--- config.mk ---
export PLATFORM = sky130hd
export DESIGN_NAME = wb_port_arbiter
export DESIGN_NICKNAME = d
export VERILOG_FILES = /design/src/rtl/aqua_pkg.sv /design/src/rtl/wb_port_arbiter_rr_pick2.sv /design/src/rtl/wb_port_arbiter.sv
export SDC_FILE = /design/constraint.sdc
export NUM_CORES = 1
export LEC_CHECK = 0
export BUFFER_PORTS_ARGS = -buffer_cell sky130_fd_sc_hd__buf_2
export CAP_MARGIN = 40
export CORE_ASPECT_RATIO = 0.7
export CORE_MARGIN = 3
export CORE_UTILIZATION = 51
export CTS_CLUSTER_DIAMETER = 60
export DETAILED_ROUTE_END_ITERATION = 8
export PLACE_DENSITY = 0.83
export RECOVER_POWER = 50
export SETUP_SLACK_MARGIN = 0.05
export SLEW_MARGIN = 20
export SYNTH_ARGS = -nofsm -noshare
export SYNTH_HDL_FRONTEND = slang
export SYNTH_SLANG_ARGS = --single-unit
--- constraint.sdc ---
create_clock -name i_clk -period 10.3 [get_ports i_clk]
set_clock_uncertainty 0.2 [all_clocks]
set_input_delay 2.575 -clock i_clk [delete_from_list [all_inputs] [get_ports i_clk]]
set_output_delay 2.575 -clock i_clk [all_outputs]
set_load 0.005 [all_outputs]
--- src/rtl/aqua_pkg.sv ---
`default_nettype none
// +-----------------------------------------------------------------------+
// | Package   : aqua_pkg                                                  |
// | Brief     : Shared core types: regfile writeback bundle and requests. |
// | Revision  : 1.0                                                       |
// +-----------------------------------------------------------------------+
package aqua_pkg;

    localparam int WB_NUM_REQ = 4;

    typedef struct packed {
        logic        wren_instr1;
        logic        wren_instr2;
        logic [4:0]  rd_addr_instr1;
        logic [4:0]  rd_addr_instr2;
        logic [31:0] rd_data_instr1;
        logic [31:0] rd_data_instr2;
    } writeback_t;

    typedef struct packed {
        logic        valid;
        logic [4:0]  rd_addr;
        logic [31:0] data;
    } wb_req_t;

endpackage
`default_nettype wire

--- src/rtl/wb_port_arbiter_rr_pick2.sv ---
`default_nettype none
// +-----------------------------------------------------------------------+
// | Module    : rr_pick2                                                  |
// | Brief     : Rotating find-first-two with same-destination exclusion.  |
// | Revision  : 1.0                                                       |
// +-----------------------------------------------------------------------+
module rr_pick2 #(
    parameter int NUM_REQ = 4,
    parameter int PTR_W   = $clog2(NUM_REQ)
) (
    input  logic [PTR_W-1:0]        i_ptr,
    input  logic [NUM_REQ-1:0]      i_valid,
    input  logic [NUM_REQ-1:0][4:0] i_rd_addr,
    output logic                    o_a_vld,
    output logic [PTR_W-1:0]        o_a_idx,
    output logic                    o_b_vld,
    output logic [PTR_W-1:0]        o_b_idx
);

    logic [PTR_W:0] w_scan;

    always_comb begin
        o_a_vld = 1'b0;
        o_a_idx = '0;
        o_b_vld = 1'b0;
        o_b_idx = '0;
        w_scan  = '0;
        for (int i = 0; i < NUM_REQ; i++) begin
            w_scan = {1'b0, i_ptr} + (PTR_W+1)'(i);
            if (w_scan >= (PTR_W+1)'(NUM_REQ)) begin
                w_scan = w_scan - (PTR_W+1)'(NUM_REQ);
            end
            if (i_valid[w_scan[PTR_W-1:0]]) begin
                if (!o_a_vld) begin
                    o_a_vld = 1'b1;
                    o_a_idx = w_scan[PTR_W-1:0];
                // x0 never collides: writes to it are discarded anyway
                end else if (!o_b_vld &&
                             ((i_rd_addr[w_scan[PTR_W-1:0]] != i_rd_addr[o_a_idx]) ||
                              (i_rd_addr[w_scan[PTR_W-1:0]] == 5'd0) ||
                              (i_rd_addr[o_a_idx] == 5'd0))) begin
                    o_b_vld = 1'b1;
                    o_b_idx = w_scan[PTR_W-1:0];
                end
            end
        end
    end

endmodule
`default_nettype wire

--- src/rtl/wb_port_arbiter.sv ---
`default_nettype none
// +-----------------------------------------------------------------------+
// | Module    : wb_port_arbiter                                           |
// | Brief     : Round-robin 2-of-N arbiter onto the regfile write ports.  |
// | Revision  : 1.0                                                       |
// +-----------------------------------------------------------------------+
module wb_port_arbiter
    import aqua_pkg::*;
#(
    parameter int NUM_REQ = WB_NUM_REQ,
    parameter int PTR_W   = $clog2(NUM_REQ)
) (
    input  logic                     i_clk,
    input  logic                     i_rst,
    input  logic                     i_hold,
    input  logic [NUM_REQ-1:0]       i_req_valid,
    input  logic [NUM_REQ-1:0][4:0]  i_req_rd_addr,
    input  logic [NUM_REQ-1:0][31:0] i_req_data,
    output logic [NUM_REQ-1:0]       o_req_ready,
    output writeback_t               o_wb_rf_pkg
);

    wb_req_t                  w_req [NUM_REQ];
    logic [NUM_REQ-1:0]       w_valid;
    logic [NUM_REQ-1:0][4:0]  w_rd;

    for (genvar k = 0; k < NUM_REQ; k++) begin : g_req
        assign w_req[k]   = '{valid: i_req_valid[k], rd_addr: i_req_rd_addr[k], data: i_req_data[k]};
        assign w_valid[k] = w_req[k].valid;
        assign w_rd[k]    = w_req[k].rd_addr;
    end

    logic [PTR_W-1:0] rr_ptr_q, rr_ptr_d;
    writeback_t       wb_q, wb_d;
    logic             w_a_vld, w_b_vld;
    logic [PTR_W-1:0] w_a_idx, w_b_idx, w_last;
    logic [PTR_W:0]   w_inc;
    logic             w_go, w_grant_a, w_grant_b;

    rr_pick2 #(
        .NUM_REQ (NUM_REQ),
        .PTR_W   (PTR_W)
    ) u_pick (
        .i_ptr     (rr_ptr_q),
        .i_valid   (w_valid),
        .i_rd_addr (w_rd),
        .o_a_vld   (w_a_vld),
        .o_a_idx   (w_a_idx),
        .o_b_vld   (w_b_vld),
        .o_b_idx   (w_b_idx)
    );

    // Reset gates ready too, so nothing is handshaken into a register about to clear
    assign w_go      = ~i_rst & ~i_hold;
    assign w_grant_a = w_a_vld & w_go;
    assign w_grant_b = w_b_vld & w_go;

    always_comb begin
        o_req_ready = '0;
        if (w_grant_a) o_req_ready[w_a_idx] = 1'b1;
        if (w_grant_b) o_req_ready[w_b_idx] = 1'b1;
    end

    always_comb begin
        rr_ptr_d = rr_ptr_q;
        w_last   = w_grant_b ? w_b_idx : w_a_idx;
        w_inc    = {1'b0, w_last} + 1'b1;
        if (w_inc >= (PTR_W+1)'(NUM_REQ)) begin
            w_inc = '0;
        end
        if (w_grant_a) begin
            rr_ptr_d = w_inc[PTR_W-1:0];
        end
    end

    always_comb begin
        wb_d = '0;
        if (w_grant_a) begin
            wb_d.wren_instr1    = |w_req[w_a_idx].rd_addr;
            wb_d.rd_addr_instr1 = w_req[w_a_idx].rd_addr;
            wb_d.rd_data_instr1 = w_req[w_a_idx].data;
        end
        if (w_grant_b) begin
            wb_d.wren_instr2    = |w_req[w_b_idx].rd_addr;
            wb_d.rd_addr_instr2 = w_req[w_b_idx].rd_addr;
            wb_d.rd_data_instr2 = w_req[w_b_idx].data;
        end
    end

    always_ff @(posedge i_clk) begin
        if (i_rst) begin
            rr_ptr_q <= '0;
            wb_q     <= '0;
        end else begin
            rr_ptr_q <= rr_ptr_d;
            wb_q     <= wb_d;
        end
    end

    assign o_wb_rf_pkg = wb_q;

endmodule
`default_nettype wire

; After elaboration in Yosys (flattened, before gate mapping)
; Cells that the tools add are included.
; Widths: inputs -> output; s select.
[word_totals]
reg_bits = 78
latch_bits = 0
ram_bits = 0
rom_bits = 0
input_bits = 155
out_inout_bits = 80
word_cells = 135
memories = 0
[classes]
addsub = 8
multipliers = 0
n_div = 0
order_cmp = 18
n_eq_ne = 3
n_shift = 0
muxes = 67
bitwise = 10
reduce_logical = 22
[op_table]
columns = operator, n
row1 = $bmux 38 s2, 2
row2 = $mux 37, 4
row3 = $bmux 5 s2, 6
row4 = $mux 2, 22
row5 = $logic_not 5->1, 6
row6 = $mux 5, 6
row7 = $lt 2x3->1 const B, 9
row8 = $mux 1, 19
row9 = $ge 3x3->1 const B, 6
row10 = $ne 5x5->1, 3
row11 = $reduce_or 5->1, 2
row12 = $bmux 1 s2, 4
row13 = $mux 4, 2
row14 = $sub 2x1->2 const B, 4
row15 = $add 2x1->3 const B, 2
row16 = $add 2x2->3 const B, 2
row17 = $logic_or 1x1->1, 6
row18 = $not 2->3, 2
row19 = $demux 1 s2, 2
row20 = $ge 2x1->1 const B, 2
row21 = $logic_and 1x1->1, 4
row22 = $not 1->1, 4
row23 = $or 4x4->4, 1
row24 = $reduce_or 2->1, 2
row25 = 3 further kinds, 6

; Longest topological paths before layout
; Gate-level depths: netlist of run 1.
[logic_depth]
depth_word = 29
ltp_mapped = 21
mapped_depth_nobuf = 17

; Hierarchy
; Synthesis of run 1 repeated with hierarchy kept, for this count alone.
[unflattened]
cells_unflattened = 477
area_unflattened_um2 = 5625.4
[modules_own_cells]
columns = mod, instances, cells_each, area_each_um2, seq_area_each_um2
row1 = wb_port_arbiter, 1, 286, 4011.3, 1561.5
row2 = rr_pick2, 1, 191, 1614.0, 0.0

; Least setup slack after synthesis of run 1
; OpenSTA, ideal clock, no wires.
[synth_path]
kind = input port to output port
start = in i_req_valid[3]
end = out o_req_ready[2]
arrival_time_ps = 6496
t_required_ps = 7525
slack_ps = 1029
path_stages = 16
n_path_buf = 4
path_cell_list = clkbuf_1 -> mux2_2 -> nand2_1 -> o21ai_0 -> ha_1 -> clkbuf_1 -> mux2i_2 -> mux4_2 -> or3_1 -> o21ai_2 -> a211o_1 -> o311ai_1 -> mux2i_2 -> clkbuf_1 -> buf_2 -> o32ai_1
[synth_between]
elab_chain_cells = 27
elab_cells_between_ends = 74
classes_between = order compare: 4 / eq/ne: 3 / mux: 49 / bitwise: 3 / reduce/logical: 15
[synth_lines]
columns = element, line
row1 = start: declaration, wb_port_arbiter.sv:16  ; input logic [NUM_REQ-1:0] i_req_valid,
row2 = $bmux 1 s2, wb_port_arbiter_rr_pick2.sv:33  ; if (i_valid[w_scan[PTR_W-1:0]]) begin
row3 = $mux 1 (not written as such), wb_port_arbiter_rr_pick2.sv:33
row4 = $mux 2, wb_port_arbiter_rr_pick2.sv:33
row5 = $bmux 5 s2, "wb_port_arbiter_rr_pick2.sv:39, wb_port_arbiter_rr_pick2.sv:41"
row6 = $mux 5 (not written as such), "wb_port_arbiter_rr_pick2.sv:39, wb_port_arbiter_rr_pick2.sv:41"
row7 = $ne 5x5->1, wb_port_arbiter_rr_pick2.sv:39  ; ((i_rd_addr[w_scan[PTR_W-1:0]] != i_rd_addr[o_a_idx]) ||
row8 = $logic_or 1x1->1, wb_port_arbiter_rr_pick2.sv:39
row9 = $logic_or 1x1->1, wb_port_arbiter_rr_pick2.sv:40  ; (i_rd_addr[w_scan[PTR_W-1:0]] == 5'd0) ||
row10 = (+11 left out), -
row11 = $mux 2, wb_port_arbiter_rr_pick2.sv:34  ; if (!o_a_vld) begin
row12 = $mux 2, wb_port_arbiter_rr_pick2.sv:33
row13 = $lt 2x3->1 (not written as such) or $ge 2x1->1 (tied branches), wb_port_arbiter.sv:61  ; if (w_grant_b) o_req_ready[w_b_idx] = 1'b1;
row14 = $logic_and 1x1->1 (not written as such), wb_port_arbiter.sv:61
row15 = $mux 1 (not written as such), wb_port_arbiter.sv:61
row16 = $demux 1 s2, wb_port_arbiter.sv:61
row17 = $or 4x4->4 (no source line), -
row18 = $mux 4 (*), wb_port_arbiter.sv:61
row19 = end: declaration, wb_port_arbiter.sv:19  ; output logic [NUM_REQ-1:0] o_req_ready,
; Mark *: on every way between the ends. The rest lies on a longest branch, timed or not. The select of a mux whose other input is x is not followed.

; Worst setup path after layout of run 1
[layout_path]
start = in i_req_valid[2]
end = out o_req_ready[1]
; Same word-level chain as after synthesis.

==> summary.md, run 1 <==
| Metric | Value |
|---|---|
| Antenna Violating Nets Remaining | `0` |
| Clk slew on worst S/H paths | `0.06 ns` |
| CTS-repair resized insts | `0` |
| Post-synth EDFFs | `0` |
| Pwr Total | `roughly 2.3 mW` |
| Syn-to-layout area delta | `23.8%` |
| Layout cell share with drive strength beyond 1 | `roughly a third` |
| Crit path kind | `input port to output port` |
| Most common library cell in the layout ignoring fill and taps | `buf_2` |
| Lkg Pwr | `approximately 3.2 nW` |
| Worst-margin pin slew | `0.840 ns` |
| Syn_nets | `about 810` |
| Post-Route Setup TNS | `0 ns` |
| Area occupied by multi-input gates | `0.00433 mm2` |
| Pins over their slew limit | `0` |
| FILL cells | `slightly above 900` |
| Reg area | `roughly 0.0016 mm2` |
| Die area | `0.0135 mm2` |
| Required @ worst endpoint | `about 7.5 ns` |
| Hold-fix buffers at CTS | `0` |
| Yosys reg bits | `78` |
| Post-DP HPWL | `14.8 mm` |
| Number of I/O pins | `roughly 240` |
| Vias/cell | `approximately 6` |
| Min Tclk post-route | `9.89 ns` |
| Syn Inst Count | `~660` |
| Post-CTS Setup Repair Bufs | `0` |
| Mean routed wirelength per cell | `between 15 and 20 um` |
| Die width | `138 um` |
| CP Max Fanout | `17` |
| Clock Path Buffers | `2` |
| Unrepaired setup endpoints after global routing | `no` |
| Clk sinks | `78` |
| Die Y | `98.2 um` |
| Peak supply drop | `0.000203 V` |
| Startpoint Class | `input port` |
| Endpoint class of the critical path | `output port` |
| Gr ovfl total | `0` |
| H-tree Lvls | `3` |
| First-pass GRT wire length | `30.5 mm` |
| Initial antenna violation count | `0` |
| Fin. Hold Viols | `0` |
| Post-Synthesis Cell Area | `a little over 0.006 mm2` |
| NumNets Final | `1,002` |
| Period Utilization, post-route | `between 90% and 100%` |
| Max Clock Freq | `approximately 100 MHz` |
| Final Util | `between 60% and 70%` |
| Worst skew pair latency | `about 0.32 ns` |
| Largest net degree at the start of global routing | `76` |
| Async set-reset flop share out of synthesis | `0%` |
| 1st-pass router iterations | `5` |
| Hold Crit Class | `flop to flop` |
| Critical Path AT | `7.11 ns` |
| # DRC | `0` |
| IO Port Bufs | `234` |
| Max Cap Violations | `0` |
| Seq/Total Area, Yosys | `between 20 and 30%` |
| Number of global-route vias before repair | `5,654` |
| Drt first-iter violations | `between 600 and 700` |
| Mean Syn Cell Area | `approximately 9.4 um2` |
| Worst slew margin | `43.8%` |
| Core Area | `between 0.01 and 0.015 mm2` |
| Total routed wirelength | `about 20 mm` |
| Setup violators final | `0` |
| Root Buffer | `clkbuf_16` |
| Synth cell types | `68` |
| Site row count | `32` |
| Starting density of the core | `between 50% and 60%` |
| CTS Buf Count | `9` |
| GRT Overall Usage | `around 28%` |
| CTS tree | `built` |
| Most frequent cells in the layout | `buf_2 (170), dfxtp_1 (77), mux2i_1 (69)` |
| Synth warnings | `0` |
| Power Density | `295 mW/mm2` |
| Routability cong. | `~1` |
| Ys flop type | `dfxtp_1` |
| Ant diodes | `0` |
| Outcome | `completed` |
| Total number of vias | `just over 6,000` |
Yosys cell counts, types with 3 or more instances:
cell | count | share of area, %
a211oi_1 | 34 | 4.1
a21oi_1 | 14 | 1.1
a31oi_1 | 5 | 0.51
and3_1 | 4 | 0.40
buf_1 | 6 | 0.36
buf_2 | 17 | 1.4
buf_4 | 4 | 0.48
clkbuf_1 | 45 | 2.7
dfxtp_1 | 78 | 25
inv_1 | 6 | 0.36
mux2_1 | 6 | 1.1
mux2_2 | 34 | 6.2
mux2i_1 | 69 | 11
mux4_2 | 45 | 16
nand2_1 | 48 | 2.9
nand2b_1 | 6 | 0.61
nand3_1 | 13 | 1.1
nand3b_1 | 4 | 0.48
nor2_1 | 60 | 3.6
nor2b_1 | 34 | 3.4
nor3_1 | 3 | 0.24
nor4_1 | 6 | 0.61
o21ai_0 | 18 | 1.5
o21ai_1 | 8 | 0.65
o221ai_1 | 14 | 2.0
o22ai_1 | 5 | 0.51
o311ai_0 | 3 | 0.42
xnor2_1 | 4 | 0.57
xor2_1 | 10 | 1.4
critical path, cell delays in order:
cell and delay [ns]:
buf_2 0.18, mux2_2 0.32, nand2_1 0.19, o21ai_0 0.21
ha_1 0.40, mux2i_2 0.45, mux2i_1 0.25, mux2i_1 0.13
xor2_1 0.17, nor4_1 0.72, a211o_1 0.49, o311ai_1 0.23
mux2i_4 0.22, inv_1 0.11, o21ai_0 0.29, buf_2 0.17
final timing paths:
| path | start | end | slack (ns) | depth (start not counted) |
|---|---|---|---|---|
| worst max register to register | rr_ptr_q[0] | o_wb_rf_pkg[74] | 3.72 | 17 |
| worst max-delay path | i_req_valid[2] | o_req_ready[1] | 0.41 | 16 |
| worst min register to register | rr_ptr_q[1] | rr_ptr_q[1] | 0.61 | 3 |
| worst min-delay path | rr_ptr_q[1] | rr_ptr_q[1] | 0.61 | 3 |
kinds of logic after synthesis:
logic type	Yosys count	synth area share [%]
compound gates	134	16.3
xor+xnor	14	1.98
fa+ha+maj	2	0.404
buf+inv	80	5.50
flops	78	25.2
mux	157	35.6
simple gates	192	15.0
flip-flops by register name, indices dropped and copies added (netlist names):
name	cells
o_wb_rf_pkg	76
rr_ptr_q	2
final cells by class:
class                      count  area share, %
inverter                       7          0.343
tap                          153           2.50
sequential                    78           20.4
timing repair buffer         250           16.2
clock inverter                 4          0.702
multi-input combinational    499           56.5
clock buffer                  12           3.35
report_power, final:
part | internal, mW | switching [mW]
registers | 0.394 | 0.0251
logic | 0.675 | 0.839
clock network | 0.202 | 0.123
metrics by stage:
stage	cell area (um2)	hold slack, ns	cells	setup WS (ns)
2_1_floorplan	6190	0.756	657	1.03
3_3_place_gp	7380	0.585	984	0.758
3_5_place_dp	7420	0.593	986	0.557
4_1_cts	7730	0.604	1002	0.532
5_1_grt	7660	0.669	1003	0.134
6_report	7660	0.607	1003	0.411
routing by layer:
layer	vias up	track usage (%)	share of wire [%]	routed length, um
li1	2847	-	-	-
met1	2855	40.1	42	8350
met2	342	43.3	46	9030
met3	22	7.05	11	2160
met4	0	6.68	1.3	261
met5	-	0	0	0
Power figures use the tool's default switching activity.
==> run 2: changes to the inputs <==
--- a/config.mk
+++ b/config.mk
@@ -9,13 +9,14 @@
 export CAP_MARGIN = 40
 export CORE_ASPECT_RATIO = 0.7
 export CORE_MARGIN = 3
-export CORE_UTILIZATION = 51
+export CORE_UTILIZATION = 49
 export CTS_CLUSTER_DIAMETER = 60
 export DETAILED_ROUTE_END_ITERATION = 8
-export PLACE_DENSITY = 0.83
+export PLACE_DENSITY = 0.81
 export RECOVER_POWER = 50
 export SETUP_SLACK_MARGIN = 0.05
 export SLEW_MARGIN = 20
 export SYNTH_ARGS = -nofsm -noshare
 export SYNTH_HDL_FRONTEND = slang
+export SYNTH_HIERARCHICAL = 1
 export SYNTH_SLANG_ARGS = --single-unit
==> summary.md, run 2 <==
| Metric | Value |
|---|---|
| Required @ worst endpoint | `7.53 ns (about the same)` |
| Async set-reset flop share out of synthesis | `0% (unchanged)` |
| Gr ovfl total | `0 (unchanged)` |
| Setup violators final | `0 (unchanged)` |
| Seq/Total Area, Yosys | `27.8% (was 25.2%)` |
| Post-Synthesis Cell Area | `0.00563 mm2 (was 0.00619 mm2)` |
| Final Util | `64.5% (was 67.2%)` |
| Worst r2r src | `rr_ptr_q[1] (was rr_ptr_q[0])` |
| Crit-path cells | `buf_2 > nand2b_1 > a21oi_1 > buf_4 > or2_2 > ha_1 > mux2i_4 > inv_2 > mux2i_4 > mux4_1 > xor2_1 > nor4_1 > a211o_1 > o211ai_1 > or3b_2 > buf_4 > nor2_1 > a22o_1 > buf_2 (was buf_2 > mux2_2 > nand2_1 > o21ai_0 > ha_1 > mux2i_2 > mux2i_1 > mux2i_1 > xor2_1 > nor4_1 > a211o_1 > o311ai_1 > mux2i_4 > inv_1 > o21ai_0 > buf_2)` |
| Max Clock Freq | `101 MHz (about the same)` |
| Crit path kind | `input port to output port (unchanged)` |
| Starting density of the core | `50.7% (was 54.3%)` |
| Peak supply drop | `0.000123 V (was 0.000203 V)` |
| Syn-to-layout area delta | `27.2% (was 23.8%)` |
| Hold Path Sink | `rr_ptr_q[1] (unchanged)` |
| Post-DP HPWL | `13.7 mm (was 14.8 mm)` |
| Synth area leader | `mux4_2 (was dfxtp_1)` |
| CTS tree | `built (unchanged)` |
| Worst skew pair latency | `0.32 ns (about the same)` |
| First-pass GRT wire length | `28.0 mm (was 30.5 mm)` |
| Startpoint Class | `input port (unchanged)` |
| Crit-path max cell delay | `0.63 ns (was 0.72 ns)` |
| Sw power | `617 uW (was 988 uW)` |
| Critical Path AT | `7.12 ns (was 7.11 ns)` |
| GRT Overall Usage | `28.2% (about the same)` |
| CTS-repair resized insts | `0 (unchanged)` |
| Synth cell types | `60 (was 68)` |
| # DRC | `0 (unchanged)` |
| Number of I/O pins | `235 (unchanged)` |
| Clk sinks | `78 (unchanged)` |
| Pwr Total | `1.70 mW (was 2.26 mW)` |
| Fin. Hold Viols | `0 (unchanged)` |
| Hold-fix buffers at CTS | `0 (unchanged)` |
| Hold Crit Class | `flop to flop (unchanged)` |
| Register share of total power | `22.0% (was 18.6%)` |
| Vias/cell | `6.23 (was 6.05)` |
| Post-CTS Setup Repair Bufs | `0 (unchanged)` |
| Most common library cell in the layout ignoring fill and taps | `buf_2 (unchanged)` |
| Sw Share | `36.2% (was 43.7%)` |
| Mean Syn Cell Area | `11.8 um2 (was 9.42 um2)` |
| RR Endpoint | `o_wb_rf_pkg[74] (unchanged)` |
| Site row count | `32 (unchanged)` |
| Root Buffer | `clkbuf_16 (unchanged)` |
| Number of global-route vias before repair | `5,394 (was 5,654)` |
| Post-Route Setup TNS | `0 ns (unchanged)` |
| Unrepaired setup endpoints after global routing | `no (unchanged)` |
| Largest register FFs | `76 (unchanged)` |
| Max Cap Violations | `0 (unchanged)` |
| Worst slew margin | `7.79% (was 43.8%)` |
| Die Y | `95.6 um (was 98.2 um)` |
| CP Max Fanout | `15 (was 17)` |
| Max stage delay cell, worst path | `mux4_1 (was nor4_1)` |
| Syn_nets | `633 (was 814)` |
| Combinational Power Share | `59.9% (was 67.0%)` |
| Die area | `0.0128 mm2 (was 0.0135 mm2)` |
| CTS Buf Count | `9 (unchanged)` |
| Routability cong. | `0.984 (was 0.998)` |
| Core Area | `0.0111 mm2 (was 0.0114 mm2)` |
| Syn Inst Count | `477 (was 657)` |
| 1st-pass router iterations | `4 (was 5)` |
| Period Utilization, post-route | `96.1% (was 96.0%)` |
| H-tree Lvls | `3 (unchanged)` |
| Clk slew on worst S/H paths | `0.06 ns (about the same)` |
| Die width | `134 um (was 138 um)` |
| Worst R2R Path Depth | `18 (was 17)` |
| Antenna Violating Nets Remaining | `0 (unchanged)` |
| Design Area, Final | `0.00716 mm2 (was 0.00766 mm2)` |
| Clock Path Buffers | `2 (unchanged)` |
| Yosys reg bits | `78 (unchanged)` |
| Placed inst area | `0.00695 mm2 (was 0.00742 mm2)` |
| Endpoint class of the critical path | `output port (unchanged)` |
| Power Density | `238 mW/mm2 (was 295 mW/mm2)` |
| Clock power share | `18.1% (was 14.4%)` |
| Internal cell power | `1.09 mW (was 1.27 mW)` |
| Initial antenna violation count | `0 (unchanged)` |
| Pins over their slew limit | `0 (unchanged)` |
| Ys flop type | `dfxtp_1 (unchanged)` |
| NumNets Final | `847 (was 1,002)` |
| Worst-margin pin slew | `1.38 ns (was 0.840 ns)` |
| IO Port Bufs | `234 (unchanged)` |
| Min-delay src | `rr_ptr_q[1] (unchanged)` |
| Leading cell types by count after synthesis | `mux4_2 (92), dfxtp_1 (78), and3_1 (44), nor2b_1 (36), clkbuf_1 (27) (was dfxtp_1 (78), mux2i_1 (69), nor2_1 (60), nand2_1 (48))` |
| WHS Path Cells | `4 (was 3)` |
| Largest net degree at the start of global routing | `40 (was 76)` |
| Drt first-iter violations | `357 (was 684)` |
| Most frequent cell after synthesis | `mux4_2 (was dfxtp_1)` |
| Synth warnings | `6 (was 0)` |
| Placed insts | `833 (was 986)` |
| Outcome | `completed (unchanged)` |
| Layout cell share with drive strength beyond 1 | `44.6% (was 35.3%)` |
| Post-synth EDFFs | `0 (unchanged)` |
| Min Tclk post-route | `9.90 ns (was 9.89 ns)` |
| Synth top area share | `36.8% (was 25.2%)` |
| Most frequent cells in the layout | `buf_2 (173), mux4_2 (92), dfxtp_1 (78) (was buf_2 (170), dfxtp_1 (77), mux2i_1 (69))` |
| R2R Setup Slk | `4.19 ns (was 3.72 ns)` |
| Total routed wirelength | `18.5 mm (was 19.8 mm)` |
| Area contributors post-synth | `mux4_2 (37%), dfxtp_1 (28%), and3_1 (4.9%) (was dfxtp_1 (25%), mux4_2 (16%), mux2i_1 (11%))` |
| Non-filler cells in the finished layout | `848 (was 1,003)` |
| Ant diodes | `0 (unchanged)` |
| Total number of vias | `5,285 (was 6,066)` |
| Lkg Pwr | `2.94 nW (was 3.20 nW)` |
| Mean routed wirelength per cell | `21.8 um (was 19.7 um)` |
## run 2: stage by stage
step / worst slack [ns] / hold slack, ns
final: 0.404 / 0.677
after global routing: 0.0969 / 0.709
after CTS: 0.447 / 0.682
after detailed placement: 0.459 / 0.669
after global placement: 0.623 / 0.627
after floorplan: 1.11 / 0.296
## run 2: cell type report
| class | instances | area (um2) |
|---|---|---|
| flip-flops and latches | 78 | 1560 |
| clock buffers | 9 | 225 |
| fillers | 917 | 3940 |
| clock inverters | 6 | 62.6 |
| multi-input cells | 348 | 3890 |
| repair buffers | 249 | 1200 |
| inverters | 5 | 18.8 |
| well taps | 153 | 191 |
## run 2: kinds of logic after synthesis
family,synth area share (%)
compound gates,7.81
fa+ha+maj,0.400
buf+inv,3.98
flops,27.8
mux,41.6
xor+xnor,2.18
simple gates,16.2
## run 2: power groups by stage
stage / clock network [mW] / registers (mW) / logic (mW)
5_1_grt: 0.327 / 0.380 / 1.10
4_1_cts: 0.313 / 0.374 / 1.04
3_3_place_gp: 0 / 0.378 / 1.00
2_1_floorplan: 0 / 0.383 / 0.774
3_5_place_dp: 0 / 0.379 / 1.03
6_report: 0.308 / 0.375 / 1.02
## run 2: worst max-delay path by stage
stage | endpoint | slack (ns) | from
6_report | o_req_ready[1] | 0.40 | i_req_valid[2]
4_1_cts | o_req_ready[1] | 0.45 | i_req_valid[2]
3_5_place_dp | o_req_ready[1] | 0.46 | i_req_valid[2]
5_1_grt | o_req_ready[1] | 0.1 | i_req_valid[2]
2_1_floorplan | o_req_ready[0] | 1.11 | i_req_valid[3]
3_3_place_gp | o_req_ready[0] | 0.62 | i_req_valid[2]
## run 2: layer usage
metal / vias to the layer above / GRT usage [%] / share of wire, %
met2: 353 / 47.5 / 50
met3: 26 / 8.97 / 11
met5: - / 0 / 0
li1: 2331 / - / -
met1: 2575 / 35.2 / 37
met4: 0 / 8.56 / 1.3
## run 2: critical path, delay by kind of cell
| family | cells | cell delay [ns] |
|---|---|---|
| adder cells (fa/ha/maj) | 1 | 0.31 |
| AND/OR/NAND/NOR | 5 | 1.17 |
| multiplexers | 3 | 1.34 |
| XOR/XNOR | 1 | 0.16 |
| AO/OA/AOI/OAI | 4 | 0.79 |
| buffers and inverters | 5 | 0.78 |
==> run 3: changes to the inputs <==
==> constraint.sdc (replaced) <==
create_clock -name i_clk -period 10.3 [get_ports i_clk]
set_clock_uncertainty 0.2 [all_clocks]
set_input_delay 2.575 -clock i_clk [delete_from_list [all_inputs] [get_ports i_clk]]
set_output_delay 2.575 -clock i_clk [all_outputs]
set_load 0.01 [all_outputs]
==> summary.md, run 3 (same netlist as run 2, synthesis figures left out) <==
| Metric | Value |
|---|---|
| CTS Buf Count | `9 (unchanged)` |
| Outcome | `completed (unchanged)` |
| Wl on met1 | `7.01 mm (was 6.91 mm)` |
| Syn-to-layout area delta | `27.5% (was 27.2%)` |
| NumNets Final | `846 (was 847)` |
| Routability cong. | `1.04 (was 0.984)` |
| Worst r2r src | `rr_ptr_q[1] (unchanged)` |
| GRT Overall Usage | `28.0% (was 28.2%)` |
| Root Buffer | `clkbuf_16 (unchanged)` |
| Min-delay src | `rr_ptr_q[1] (unchanged)` |
| Largest register FFs | `76 (unchanged)` |
| Period Utilization, post-route | `96.1% (about the same)` |
| Design Area, Final | `0.00717 mm2 (was 0.00716 mm2)` |
| H-tree Lvls | `3 (unchanged)` |
| Core Area | `0.0111 mm2 (unchanged)` |
| Endpoint class of the critical path | `output port (unchanged)` |
| Initial antenna violation count | `0 (unchanged)` |
| Number of global-route vias before repair | `5,350 (was 5,394)` |
| Sw power | `642 uW (was 617 uW)` |
| Die area | `0.0128 mm2 (unchanged)` |
| Layout cell share with drive strength beyond 1 | `42.4% (was 44.6%)` |
| Ant diodes | `0 (unchanged)` |
| Antenna Violating Nets Remaining | `0 (unchanged)` |
| Crit path kind | `input port to output port (unchanged)` |
| Combinational Power Share | `58.8% (was 59.9%)` |
| Setup violators final | `0 (unchanged)` |
| Fin. Hold Viols | `0 (unchanged)` |
| Pins over their slew limit | `0 (unchanged)` |
| # DRC | `0 (unchanged)` |
| Site row count | `32 (unchanged)` |
| Max Used Layer | `met4 (unchanged)` |
| Unrepaired setup endpoints after global routing | `no (unchanged)` |
| Max Cap Violations | `0 (unchanged)` |
| Clk slew on worst S/H paths | `0.06 ns (about the same)` |
| Worst-margin pin slew | `1.40 ns (was 1.38 ns)` |
| Post-Route Setup TNS | `0 ns (unchanged)` |
| Post-CTS Setup Repair Bufs | `0 (unchanged)` |
| 1st-pass router iterations | `6 (was 4)` |
| Number of I/O pins | `235 (unchanged)` |
| CTS tree | `built (unchanged)` |
| Hold Path Sink | `rr_ptr_q[1] (unchanged)` |
| Worst slew margin | `6.53% (was 7.79%)` |
| Final Util | `64.7% (was 64.5%)` |
| Critical Path AT | `7.13 ns (was 7.12 ns)` |
| Die width | `134 um (unchanged)` |
| Startpoint Class | `input port (unchanged)` |
| Largest net degree at the start of global routing | `40 (unchanged)` |
| Lkg Pwr | `2.88 nW (was 2.94 nW)` |
| Max Clock Freq | `101 MHz (about the same)` |
| Required @ worst endpoint | `7.53 ns (about the same)` |
| Hold-fix buffers at CTS | `0 (unchanged)` |
| CTS-repair resized insts | `0 (unchanged)` |
| R2R Setup Slk | `4.06 ns (was 4.19 ns)` |
| Worst skew pair latency | `0.32 ns (about the same)` |
| RR Endpoint | `o_wb_rf_pkg[74] (unchanged)` |
| Gr ovfl total | `0 (unchanged)` |
| Post-DP HPWL | `13.7 mm (about the same)` |
| Internal cell power | `1.11 mW (was 1.09 mW)` |
| WHS Path Cells | `4 (unchanged)` |
| Mean routed wirelength per cell | `21.6 um (was 21.8 um)` |
| Sw Share | `36.6% (was 36.2%)` |
| CP Max Fanout | `15 (unchanged)` |
| Peak supply drop | `0.000154 V (was 0.000123 V)` |
| Clock power share | `19.8% (was 18.1%)` |
| Die Y | `95.6 um (unchanged)` |
| IO Port Bufs | `234 (unchanged)` |
| Clock Path Buffers | `2 (unchanged)` |
| FILL cells | `912 (was 917)` |
| Routed met3 length | `1.88 mm (was 2.12 mm)` |
| Placed inst area | `0.00694 mm2 (was 0.00695 mm2)` |
| Most common library cell in the layout ignoring fill and taps | `buf_2 (unchanged)` |
| Starting density of the core | `50.7% (unchanged)` |
| Register share of total power | `21.4% (was 22.0%)` |
| Clk sinks | `78 (unchanged)` |
| Met2 Wirelength | `9.18 mm (was 9.21 mm)` |
| Min Tclk post-route | `9.90 ns (about the same)` |
| Total number of vias | `5,314 (was 5,285)` |
| Hold Crit Class | `flop to flop (unchanged)` |
| Vias/cell | `6.27 (was 6.23)` |
| Power Density | `245 mW/mm2 (was 238 mW/mm2)` |
| Total routed wirelength | `18.4 mm (was 18.5 mm)` |
| First-pass GRT wire length | `28.0 mm (about the same)` |
| Worst R2R Path Depth | `17 (was 18)` |
| WHS | `0.657 ns (was 0.677 ns)` |
| Most frequent cells in the layout | `buf_2 (158), mux4_2 (92), dfxtp_1 (78) (was buf_2 (173), mux4_2 (92), dfxtp_1 (78))` |
| Drt first-iter violations | `402 (was 357)` |
run 3: cell count changes in the layout (fill, tap and decap cells not counted):
cell / change
inv_6: +1
buf_4: -1
clkinvlp_4: +2
bufinv_16: +1
clkinv_2: -3
clkinv_4: -1
clkbuf_1: +15
buf_2: -15
clkbuf_8: +1
run 3: worst max-delay path by stage:
stage | slack, ns | to | cells past startpoint | start
global placement | 0.56 | o_req_ready[0] | 18 | i_req_valid[2]
global route | 0.14 | o_req_ready[1] | 20 | i_req_valid[2]
detailed placement | 0.46 | o_req_ready[0] | 17 | i_req_valid[2]
CTS | 0.46 | o_req_ready[0] | 17 | i_req_valid[2]
floorplan | 1.08 | o_req_ready[0] | 18 | i_req_valid[3]
finish | 0.40 | o_req_ready[0] | 17 | i_req_valid[2]
run 3: critical path: stages:
cell	delay [ns]
buf_2	0.18
nand2b_1	0.19
a21oi_1	0.09
buf_4	0.17
or2_2	0.29
ha_1	0.29
mux2i_4	0.35
inv_2	0.09
mux2i_4	0.34
mux4_1	0.62
xor2_1	0.15
nor4_1	0.42
a211o_1	0.32
o221ai_4	0.30
or3_1	0.46
o31ai_1	0.08
buf_2	0.19
run 3: final cells by class:
class,count,area [um2],share of cell area (%)
clock buffers,10,239,3.33
clock inverters,6,92.6,1.29
inverters,5,18.8,0.262
multi-input cells,348,3890,54.3
flip-flops and latches,78,1560,21.8
well taps,153,191,2.67
repair buffers,248,1180,16.4
run 3: metal layers:
layer  vias up  track usage (%)
met5         -                0
met4         0             7.29
met3        39             8.07
met2       343             47.3
met1      2602             36.0
li1       2330                -
run 3: power groups by stage:
stage	registers (mW)	clock network, mW	logic [mW]
floorplan	0.404	0	0.776
global placement	0.378	0	1.02
detailed placement	0.379	0	1.05
CTS	0.373	0.354	1.05
global route	0.380	0.367	1.11
finish	0.375	0.348	1.03
run 3: through the flow:
step | power [mW] | setup slack [ns] | std cells
after floorplan | 1.18 | 1.08 | 477
final | 1.76 | 0.398 | 848
after global placement | 1.40 | 0.562 | 832
after detailed placement | 1.43 | 0.464 | 832
after global routing | 1.86 | 0.141 | 848
after CTS | 1.78 | 0.459 | 848
